### config.mk
export PLATFORM = sky130hd
export DESIGN_NAME = logic_arb
export DESIGN_NICKNAME = d
export VERILOG_FILES = /design/src/rtl/logic_arb.sv
export SDC_FILE = /design/constraint.sdc
export NUM_CORES = 1
export LEC_CHECK = 0
export CORE_UTILIZATION = 42
export CTS_CLUSTER_SIZE = 28
export DETAILED_ROUTE_END_ITERATION = 16
export HOLD_SLACK_MARGIN = 0.08
export PLACE_DENSITY_LB_ADDON = 0.05
export SETUP_SLACK_MARGIN = 0.15
export SKIP_LAST_GASP = 1
export SYNTH_ARGS = -nofsm -noshare
export SYNTH_HDL_FRONTEND = slang
export SYNTH_SLANG_ARGS = --single-unit
### constraint.sdc
create_clock -name CLK -period 4.2 [get_ports CLK]
set_input_delay 0.63 -clock CLK [delete_from_list [all_inputs] [get_ports CLK]]
set_output_delay 0.63 -clock CLK [all_outputs]
set_load 0.02 [all_outputs]
### src/rtl/logic_arb.sv
// logic_arb -- four-requester round-robin arbiter in front of a shared bitwise ALU.
//
// A requester is granted only while the arbiter is idle. The grant starts with the
// first set REQ bit at or after the round-robin pointer, searching upward and
// wrapping from 3 to 0. The winner's opcode and operands are captured when it is
// granted. The result is computed one cycle later and then held until it is
// acknowledged.
//
// Ports
//   CLK    in   clock; all state changes on the rising edge
//   RST    in   synchronous active-high reset
//   REQ    in   [3:0]         per-requester request
//   OP     in   [7:0]         per-requester opcode, bits [2i+1:2i]
//                             00 AND, 01 OR, 10 XOR, 11 NAND
//   X, Y   in   [4*WIDTH-1:0] per-requester operands, slice i = [WIDTH*i +: WIDTH]
//   GNT    out  [3:0]         one-hot grant pulse, one cycle wide
//   OUT    out  [WIDTH-1:0]   registered result
//   VALID  out                OUT/ID hold a result
//   ID     out  [1:0]         requester that owns OUT
//   ACK    in                 consumer accepts the result (sampled only in DONE)
module logic_arb #(
   parameter int WIDTH = 8
) (
   input  logic               CLK,
   input  logic               RST,
   input  logic [3:0]         REQ,
   input  logic [7:0]         OP,
   input  logic [4*WIDTH-1:0] X,
   input  logic [4*WIDTH-1:0] Y,
   output logic [3:0]         GNT,
   output logic [WIDTH-1:0]   OUT,
   output logic               VALID,
   output logic [1:0]         ID,
   input  logic               ACK
);

   typedef enum logic [1:0] {
      IDLE = 2'd0,
      EXEC = 2'd1,
      DONE = 2'd2
   } state_t;

   state_t           state, state_nxt;
   logic [1:0]       ptr, ptr_nxt;
   logic [1:0]       cap_id, cap_id_nxt;
   logic [1:0]       cap_op, cap_op_nxt;
   logic [WIDTH-1:0] cap_x, cap_x_nxt;
   logic [WIDTH-1:0] cap_y, cap_y_nxt;
   logic [3:0]       gnt_nxt;
   logic [WIDTH-1:0] out_nxt;
   logic             valid_nxt;
   logic [1:0]       id_nxt;

   logic             win_found;
   logic [1:0]       win_id;
   logic [1:0]       idx;

   function automatic logic [WIDTH-1:0] alu(input logic [1:0] op,
                                            input logic [WIDTH-1:0] a,
                                            input logic [WIDTH-1:0] b);
      case (op)
         2'b00:   alu = a & b;
         2'b01:   alu = a | b;
         2'b10:   alu = a ^ b;
         default: alu = ~(a & b);
      endcase
   endfunction

   // Round-robin search: the first request at or after ptr wins. The 2-bit sum wraps naturally.
   always_comb begin
      win_found = 1'b0;
      win_id    = ptr;
      idx       = '0;
      for (int unsigned i = 0; i < 4; i++) begin
         idx = ptr + 2'(i);
         if (!win_found && REQ[idx]) begin
            win_found = 1'b1;
            win_id    = idx;
         end
      end
   end

   always_comb begin
      state_nxt  = state;
      ptr_nxt    = ptr;
      cap_id_nxt = cap_id;
      cap_op_nxt = cap_op;
      cap_x_nxt  = cap_x;
      cap_y_nxt  = cap_y;
      gnt_nxt    = '0;
      out_nxt    = OUT;
      valid_nxt  = VALID;
      id_nxt     = ID;

      case (state)
         IDLE: begin
            if (win_found) begin
               gnt_nxt    = 4'b0001 << win_id;
               cap_id_nxt = win_id;
               cap_op_nxt = OP[2*win_id +: 2];
               cap_x_nxt  = X[WIDTH*win_id +: WIDTH];
               cap_y_nxt  = Y[WIDTH*win_id +: WIDTH];
               state_nxt  = EXEC;
            end
         end
         EXEC: begin
            out_nxt   = alu(cap_op, cap_x, cap_y);
            valid_nxt = 1'b1;
            id_nxt    = cap_id;
            state_nxt = DONE;
         end
         DONE: begin
            if (ACK) begin
               valid_nxt = 1'b0;
               ptr_nxt   = cap_id + 2'd1;
               state_nxt = IDLE;
            end
         end
         default: state_nxt = IDLE;
      endcase
   end

   always_ff @(posedge CLK) begin
      if (RST) begin
         state  <= IDLE;
         ptr    <= '0;
         cap_id <= '0;
         cap_op <= '0;
         cap_x  <= '0;
         cap_y  <= '0;
         GNT    <= '0;
         OUT    <= '0;
         VALID  <= 1'b0;
         ID     <= '0;
      end else begin
         state  <= state_nxt;
         ptr    <= ptr_nxt;
         cap_id <= cap_id_nxt;
         cap_op <= cap_op_nxt;
         cap_x  <= cap_x_nxt;
         cap_y  <= cap_y_nxt;
         GNT    <= gnt_nxt;
         OUT    <= out_nxt;
         VALID  <= valid_nxt;
         ID     <= id_nxt;
      end
   end

endmodule
==> impl_metrics.env, run 1 <==
export IMPL_rows=27
export IMPL_synth_nets=350
export IMPL_synth_cell_type_count=32
export IMPL_synthTopCellsByArea="dfxtp_1, mux2i_1, o221ai_2"
export IMPL_cellPowerDensity_mw_per_mm2=307
export IMPL_synth_xor_area_frac=0.00358
export IMPL_core_region_area_mm2=0.00557
export IMPL_synth_adder_area_share=0.0817
export IMPL_drc=0
export IMPL_wl_per_cell_um=12.8
export IMPL_synthMuxAreaShare=0.196
export IMPL_cts_tree="done"
export IMPL_die_area_mm2=0.00614
export IMPL_vias_per_cell=5.10
export IMPL_layout_common_cells="clkdlybuf4s50_1, dfxtp_1, mux2i_1, nand2_1, inv_1"
export IMPL_timing_hold_violations_final=0
export IMPL_setup_viol=0
export IMPL_arrival_ps=2820
export IMPL_clk_insertion_delay_late_ps=290
export IMPL_fmax_mhz=382
export IMPL_cts_max_path_buffers=2
export IMPL_cp_end_kind="register"
export IMPL_start_util=0.440
export IMPL_drv_cap=0
export IMPL_synth_cells=255
export IMPL_crit_type="primary input to register"
export IMPL_dp_cells=406
export IMPL_slew_violations=0
export IMPL_cts_max_level=2
export IMPL_cp_slowest_cell="o41ai_1"
export IMPL_antenna_found_initial=0
export IMPL_ys_ff_latch=39
export IMPL_die_w_um=78.4
export IMPL_cts_hold_buf=0
export IMPL_grt_overflow_total=0
export IMPL_syn2layout_area_growth_pct=42.4
export IMPL_hp_class="register to register"
export IMPL_cts_root_buf="clkbuf_8"
export IMPL_status="completed"
export IMPL_io_pin_count=94
export IMPL_worstMarginPinSlew_ps=843
export IMPL_grt_pass1_vias=2008
export IMPL_peakVddDrop_mv=0.141
export IMPL_cts_buffers=5
export IMPL_rr_startpoint="ptr[1]"
export IMPL_synth_top_family_by_area="compound AO/OA/AOI/OAI gates"
export IMPL_required_ps=4410
export IMPL_period_needed_ps=2620
export IMPL_cts_sinks=39
export IMPL_synth_top_area_share=0.319
export IMPL_grt_max_degree=26
export IMPL_syn_cell_area_mm2=0.00245
export IMPL_max_stage_delay_ps=640
export IMPL_dp_hpwl_um=4180
export IMPL_leakage_uw=0.00135
export IMPL_synthSimpleGateAreaFrac=0.112
export IMPL_die_h_um=78.4
export IMPL_fin_hold_ws_ps=474
export IMPL_yosysSeqAreaShare=0.319
export IMPL_synth_compound_area_frac=0.208
export IMPL_wl_um=5300
export IMPL_yosysTopAreaCell="dfxtp_1"
export IMPL_fin_crit_sh=0.623
export IMPL_start_kind="primary input"
export IMPL_dr_pass1_iters=4
export IMPL_nNetsFinal=436
export IMPL_hp_start="VALID"
export IMPL_timing_slew_headroom=0.437
export IMPL_place_gp_congestion=0.768
export IMPL_path_clk_slew_ps=70
export IMPL_yosysWarnings=0
export IMPL_rsz0062_at_grt="false"
export IMPL_io_buffers=93
export IMPL_grt_usage=0.187
export IMPL_post_cts_setup_buffer_count=0
export IMPL_grt_pass1_wl_um=9070
export IMPL_dr_first_iter_drc_count=86
export IMPL_drive_above_1_share=0.114
export IMPL_final_common_cell="clkdlybuf4s50_1"
export IMPL_antennaDiodeCount=0
export IMPL_cp_cell_sequence="clkdlybuf4s50_1, o41ai_1, nor2b_1, buf_4, nand2_1, o221ai_2"
export IMPL_fill_cells=523
export IMPL_vias=2110
export IMPL_antenna_left=0
export IMPL_ctsResizeCount=0
export IMPL_syn_avg_cell_area_um2=9.61
export IMPL_stdcell_area_mm2=0.00349
export IMPL_final_cells=414
export IMPL_fin_tns_setup_ps=0
export IMPL_finClkSkew_ps=12.8
export IMPL_crit_fanout=11
export IMPL_placed_area_mm2=0.00339
export IMPL_critPathLaunch="REQ[3]"
==> synth_stat cells <==
cell and n:
mux2i_1 39, or3b_2 1, a22o_1 1, xnor2_1 1, clkbuf_1 7, a21bo_1 1, nor2b_1 9, buf_2 3
buf_4 4, nand2b_1 3, a211oi_1 18, a21oi_1 11, ha_1 16, nand2_2 1, and3b_1 1, o22ai_1 1
o221ai_1 4, a21oi_2 1, buf_1 1, a31oi_1 1, or2b_2 1, inv_1 20, nor2_1 19, or2b_1 1
nor3_1 1, mux2_2 8, buf_6 4, nand2_1 22, a221oi_4 1, dfxtp_1 39, o221ai_2 14, o41ai_1 1
==> power breakdown <==
group	switching, uW	leakage, uW	internal, uW
combinational	146	0.000977	193
clock	129	0.0000515	150
sequential	44.5	0.000320	409
total	320	0.00135	752
==> cell type report <==
class	instances	area, um^2	area share
Tap cell	72	90.1	0.0258
Multi-Input combinational cell	177	1470	0.423
Timing Repair Buffer	98	968	0.278
Inverter	20	75.1	0.0215
Clock buffer	8	100	0.0287
Sequential cell	39	781	0.224
==> stage by stage <==
| step | power [uW] | setup slack [ps] | util |
|---|---|---|---|
| floorplan | 676 | 2310 | - |
| global placement | 796 | 1290 | 0.608 |
| detailed placement | 804 | 1290 | 0.608 |
| CTS | 1080 | 1570 | 0.626 |
| global route | 1140 | 1350 | 0.626 |
| finish | 1070 | 1580 | 0.626 |
==> flip-flops by register name, summed over array words and instances (netlist names) <==
signal / flops
GNT: 4
ID: 2
OUT: 8
VALID: 1
cap_id: 2
cap_op: 2
cap_x: 8
cap_y: 8
ptr: 2
state: 2
==> per-layer routing <==
layer | global-route usage | share of wire | vias to the layer above
li1 | - | - | 1080
met2 | 0.289 | 0.44 | 68
met4 | 0.0667 | 0.013 | 0
met5 | 0 | 0 | -
met1 | 0.257 | 0.49 | 955
met3 | 0.0337 | 0.051 | 7
==> worst max-delay path, delay by kind of cell <==
kind            cells  cell delay (ps)
compound gates      2              730
simple gates        2              690
buf+inv             2              780
==> cells by family (layout without fill, tap and decap cells) <==
family | after synthesis | count (layout)
AOI/OAI and AO/OA | 54 | 54
xor gates and xnor gates | 1 | 1
adders and majority gates | 16 | 16
buffers and inverters | 39 | 126
DFF | 39 | 39
muxes | 47 | 47
and+or+nand+nor | 59 | 59
==> worst paths after layout <==
check             slack (ps)         to  cells past startpoint
setup / recovery        1580  cap_op[1]                      6
setup reg to reg        2270   cap_x[2]                      6
hold reg to reg          470      VALID                      2
hold / removal           470      VALID                      2
Note: power is estimated with default switching activity, not from simulation.
==> run 2, diff against run 1 <==
==> constraint.sdc (replaced) <==
create_clock -name CLK -period 2.6 [get_ports CLK]
set_input_delay 0.39 -clock CLK [delete_from_list [all_inputs] [get_ports CLK]]
set_output_delay 0.39 -clock CLK [all_outputs]
set_load 0.02 [all_outputs]
==> run 2 against run 1 <==
Compared with the run above: die area unchanged; via count increased by 0.14%; clock skew decreased by 11 ps; critical path depth increased by 1; count of clock-buffer cells in the layout decreased by 3; largest cell class unchanged; highest routed layer unchanged.
==> impl_metrics.env, run 2 (synthesis gave the netlist of run 1 again) <==
export IMPL_ctsResizeCount=0
export IMPL_dr_pass1_iters=4
export IMPL_io_pin_count=94
export IMPL_placed_area_mm2=0.00347
export IMPL_regArea_um2=781
export IMPL_final_util=0.637
export IMPL_hp_class="register to register"
export IMPL_start_kind="primary input"
export IMPL_cellPowerDensity_mw_per_mm2=482
export IMPL_cts_tree="done"
export IMPL_drv_cap=0
export IMPL_rows=27
export IMPL_grt_max_degree=26
export IMPL_leakage_uw=0.00139
export IMPL_die_h_um=78.4
export IMPL_vias_per_cell=5.02
export IMPL_rr_startpoint="cap_op[1]"
export IMPL_start_util=0.440
export IMPL_clk_insertion_delay_late_ps=290
export IMPL_post_cts_setup_buffer_count=0
export IMPL_cts_root_buf="clkbuf_8"
export IMPL_switching_share=0.312
export IMPL_peakVddDrop_mv=0.224
export IMPL_timing_slew_headroom=0.440
export IMPL_multiInputGateArea_mm2=0.00147
export IMPL_cts_max_level=2
export IMPL_fill_cells=498
export IMPL_cts_hold_buf=0
export IMPL_clkPwrFrac=0.239
export IMPL_setup_worst_path_end="cap_x[0]"
export IMPL_io_buffers=93
export IMPL_drc=0
export IMPL_finClkSkew_ps=2.23
export IMPL_r2r_end="OUT[2]"
export IMPL_fmax_mhz=490
export IMPL_antenna_found_initial=0
export IMPL_worstMarginPinSlew_ps=840
export IMPL_reg_top3="OUT: 8 flops, cap_x: 8 flops, cap_y: 8 flops"
export IMPL_pwr_share_seq=0.427
export IMPL_antenna_left=0
export IMPL_fin_crit_sh=0.785
export IMPL_core_region_area_mm2=0.00557
export IMPL_grt_overflow_total=0
export IMPL_antennaDiodeCount=0
export IMPL_stdcell_area_mm2=0.00355
export IMPL_place_gp_congestion=0.786
export IMPL_p_comb_frac=0.335
export IMPL_timing_hold_violations_final=0
export IMPL_cts_max_path_buffers=2
export IMPL_dp_hpwl_um=4260
export IMPL_die_w_um=78.4
export IMPL_grt_pass1_wl_um=9200
export IMPL_rsz0062_at_grt="false"
export IMPL_grt_pass1_vias=2005
export IMPL_dp_slack_ps=231
export IMPL_syn2layout_area_growth_pct=44.9
export IMPL_critPathLaunch="REQ[3]"
export IMPL_required_ps=2780
export IMPL_r2r_slack_ps=710
export IMPL_vias=2113
export IMPL_setup_viol=0
export IMPL_drive_above_1_share=0.135
export IMPL_crit_fanout=15
export IMPL_layout_common_cells="clkdlybuf4s50_1, dfxtp_1, mux2i_1, nand2_1, inv_1"
export IMPL_fin_tns_setup_ps=0
export IMPL_cp_end_kind="register"
export IMPL_wl_per_cell_um=12.9
export IMPL_crit_type="primary input to register"
export IMPL_reg2regPathDepth=4
export IMPL_die_area_mm2=0.00614
export IMPL_grt_usage=0.190
export IMPL_path_clk_slew_ps=80
export IMPL_setup_ws_ps=559
export IMPL_arrival_ps=2220
export IMPL_slew_violations=0
export IMPL_cts_sinks=39
export IMPL_nNetsFinal=443
export IMPL_netSwitchingPower_uw=534
export IMPL_period_needed_ps=2040
export IMPL_status="completed"
export IMPL_internal_power_uw=1180
export IMPL_dr_first_iter_drc_count=71
export IMPL_final_common_cell="clkdlybuf4s50_1"
export IMPL_cts_buffers=5
export IMPL_wl_um=5410
## run 2: cell count changes in the layout (fill, tap and decap cells not counted)
cell / before / now
buf_4: 5 / 10
clkinv_2: 0 / 3
buf_12: 0 / 2
clkbuf_8: 7 / 5
clkbuf_1: 1 / 0
## run 2: power by group through the flow
stage          sequential [uW]  combinational, uW  clock (uW)
2_1_floorplan              729                362           0
3_3_place_gp               742                568           0
3_5_place_dp               746                577           0
4_1_cts                    731                580         415
5_1_grt                    744                634         443
6_report                   730                573         409
## run 2: final cells by class
type | instances | share of cell area
Clock inverter | 3 | 0.00423
Tap cell | 72 | 0.0254
Sequential cell | 39 | 0.220
Clock buffer | 5 | 0.0194
Timing Repair Buffer | 105 | 0.295
Multi-Input combinational cell | 177 | 0.415
Inverter | 20 | 0.0211
## run 2: per-layer routing
metal	track usage	routed length (um)	vias up
li1	-	-	1096
met1	0.240	2560	941
met2	0.312	2450	69
met3	0.0488	330	7
met4	0.0685	74	0
met5	0	0	-
## run 2: critical path, cell delays in order
cell and delay, ps:
clkdlybuf4s50_1 560, or2b_2 170, nand2_2 60, a221oi_4 330, buf_4 320, mux2i_1 270
o221ai_2 120
## run 2: stage by stage
step,total power [uW],hold slack [ps],cells
final,1710,478,421
after CTS,1730,478,421
after global placement,1310,457,413
after global routing,1820,484,421
after detailed placement,1320,467,413
after floorplan,1090,448,255
## run 2: worst min-delay path by stage
stage               depth (start not counted)      start  slack [ps]         to
global placement                            2      VALID         460      VALID
floorplan                                   2  cap_id[1]         450  cap_id[1]
CTS                                         2  cap_id[1]         480  cap_id[1]
finish                                      2  cap_id[1]         480  cap_id[1]
global route                                2  cap_id[1]         480  cap_id[1]
detailed placement                          2  cap_id[1]         470  cap_id[1]
==> run 3, diff against run 2 <==
==> constraint.sdc (replaced) <==
create_clock -name CLK -period 2.1 [get_ports CLK]
set_input_delay 0.315 -clock CLK [delete_from_list [all_inputs] [get_ports CLK]]
set_output_delay 0.315 -clock CLK [all_outputs]
set_load 0.02 [all_outputs]
==> run 3 against run 2 <==
Compared with the run above: combinational power rose by 39%; worst hold slack worse by 3.9 ps; count of clock-buffer cells in the layout grew 2; die area unchanged; flip-flop and latch count unchanged; wire length is 6.6% higher; setup slack got worse by 300 ps; non-clock buffer count rose by 5; power increased by 27%; register-to-register slack got worse by 400 ps.
==> impl_metrics.env, run 3 (synthesis gave the netlist of run 1 again) <==
export IMPL_status="completed"
export IMPL_die_area_mm2=0.00614
export IMPL_required_ps=2270
export IMPL_cts_tree="done"
export IMPL_netSwitchingPower_uw=665
export IMPL_layout_common_cells="clkdlybuf4s50_1, dfxtp_1, mux2i_1, nand2_1, inv_1"
export IMPL_grt_overflow_total=0
export IMPL_die_w_um=78.4
export IMPL_fin_tns_setup_ps=0
export IMPL_io_pin_count=94
export IMPL_dr_first_iter_drc_count=61
export IMPL_io_buffers=93
export IMPL_rsz0062_at_grt="false"
export IMPL_clk_insertion_delay_late_ps=290
export IMPL_drc=0
export IMPL_cp_end_kind="register"
export IMPL_crit_fanout=6
export IMPL_worstMarginPinSlew_ps=830
export IMPL_clkPwrFrac=0.225
export IMPL_internal_power_uw=1510
export IMPL_r2r_slack_ps=310
export IMPL_p_comb_frac=0.366
export IMPL_reg_top3="OUT: 8 flops, cap_x: 8 flops, cap_y: 8 flops"
export IMPL_vias=2171
export IMPL_dr_pass1_iters=4
export IMPL_fin_crit_sh=0.879
export IMPL_switching_share=0.306
export IMPL_core_region_area_mm2=0.00557
export IMPL_crit_type="primary input to register"
export IMPL_wl_um=5770
export IMPL_antenna_left=0
export IMPL_timing_slew_headroom=0.446
export IMPL_grt_pass1_wl_um=9290
export IMPL_antennaDiodeCount=0
export IMPL_die_h_um=78.4
export IMPL_pwr_share_seq=0.409
export IMPL_period_needed_ps=1850
export IMPL_setup_viol=0
export IMPL_cellPowerDensity_mw_per_mm2=587
export IMPL_cts_sinks=39
export IMPL_dp_hpwl_um=4350
export IMPL_fmax_mhz=542
export IMPL_path_clk_slew_ps=70
export IMPL_cts_max_level=2
export IMPL_syn2layout_area_growth_pct=51.2
export IMPL_cts_buffers=5
export IMPL_peakVddDrop_mv=0.259
export IMPL_grt_max_degree=26
export IMPL_drive_above_1_share=0.164
export IMPL_finClkSkew_ps=4.14
export IMPL_vias_per_cell=5.10
export IMPL_arrival_ps=2020
export IMPL_start_util=0.440
export IMPL_timing_hold_violations_final=0
export IMPL_grt_usage=0.190
export IMPL_slew_violations=0
export IMPL_rows=27
export IMPL_place_gp_congestion=0.794
export IMPL_cts_root_buf="clkbuf_8"
export IMPL_hp_class="register to register"
export IMPL_nNetsFinal=448
export IMPL_start_kind="primary input"
export IMPL_final_common_cell="clkdlybuf4s50_1"
export IMPL_drv_cap=0
export IMPL_grt_pass1_vias=2102
export IMPL_cts_max_path_buffers=2
export IMPL_dp_slack_ps=-207
export IMPL_setup_ws_ps=254
export IMPL_leakage_uw=0.00145
export IMPL_antenna_found_initial=0
export IMPL_wl_per_cell_um=13.5
run 3: cell types whose count changed in the layout (fill, tap and decap cells not counted), moves of 2 or more:
cell | before | now
mux2i_4 | 0 | 3
mux2i_1 | 39 | 31
clkbuf_1 | 0 | 2
mux2i_2 | 0 | 5
clkbuf_16 | 0 | 2
clkdlybuf4s50_1 | 93 | 91
dlymetal6s2s_1 | 0 | 2
buf_6 | 0 | 3
clkinv_2 | 3 | 1
run 3: area by class of cell:
cell class              count  area [um^2]
repair buffers            110         1150
flip-flops and latches     39          781
fillers                   490         1870
multi-input cells         177         1530
inverters                  20         75.1
well taps                  72         90.1
clock buffers               7         76.3
clock inverters             1         5.00
run 3: metal layers:
layer	wire length, um	track usage
met1	2690	0.239
met2	2770	0.325
met3	253	0.0395
met4	55	0.0556
met5	0	0
run 3: power by group through the flow:
stage / Clock (uW) / Combinational, uW / Sequential, uW
finish: 490 / 796 / 890
global route: 527 / 879 / 902
CTS: 497 / 744 / 891
detailed placement: 0 / 735 / 908
global placement: 0 / 724 / 904
floorplan: 0 / 448 / 903
run 3: final timing paths:
check / startpoint / to / cells past startpoint
max reg2reg: ptr[1] / cap_y[3] / 7
max: REQ[0] / cap_y[3] / 8
min reg2reg: VALID / VALID / 2
min: VALID / VALID / 2
run 3: stage by stage:
step | total power (uW) | area (um^2) | hold WS, ps | utilization | std cells
after global routing | 2310 | 3700 | 512 | 0.665 | 426
after detailed placement | 1640 | 3490 | 452 | 0.625 | 414
final | 2180 | 3700 | 474 | 0.665 | 426
after global placement | 1630 | 3490 | 457 | 0.625 | 414
after CTS | 2130 | 3570 | 476 | 0.641 | 422
after floorplan | 1350 | 2450 | 448 | - | 255
run 3: repair_timing:
item | CTS | global route
pin swaps | 0 | 1
cloned | 0 | 2
hold buffers | 0 | 0
resized for setup | 1 | 15
endpoints found under the setup margin | 7 | 18
buffers inserted | 0 | 2
run 3: critical path: stages:
cell,delay [ps]
clkdlybuf4s50_1,430
or2b_2,190
nand2_2,60
a221oi_4,340
buf_6,170
clkbuf_16,160
mux2i_1,230
o221ai_2,110
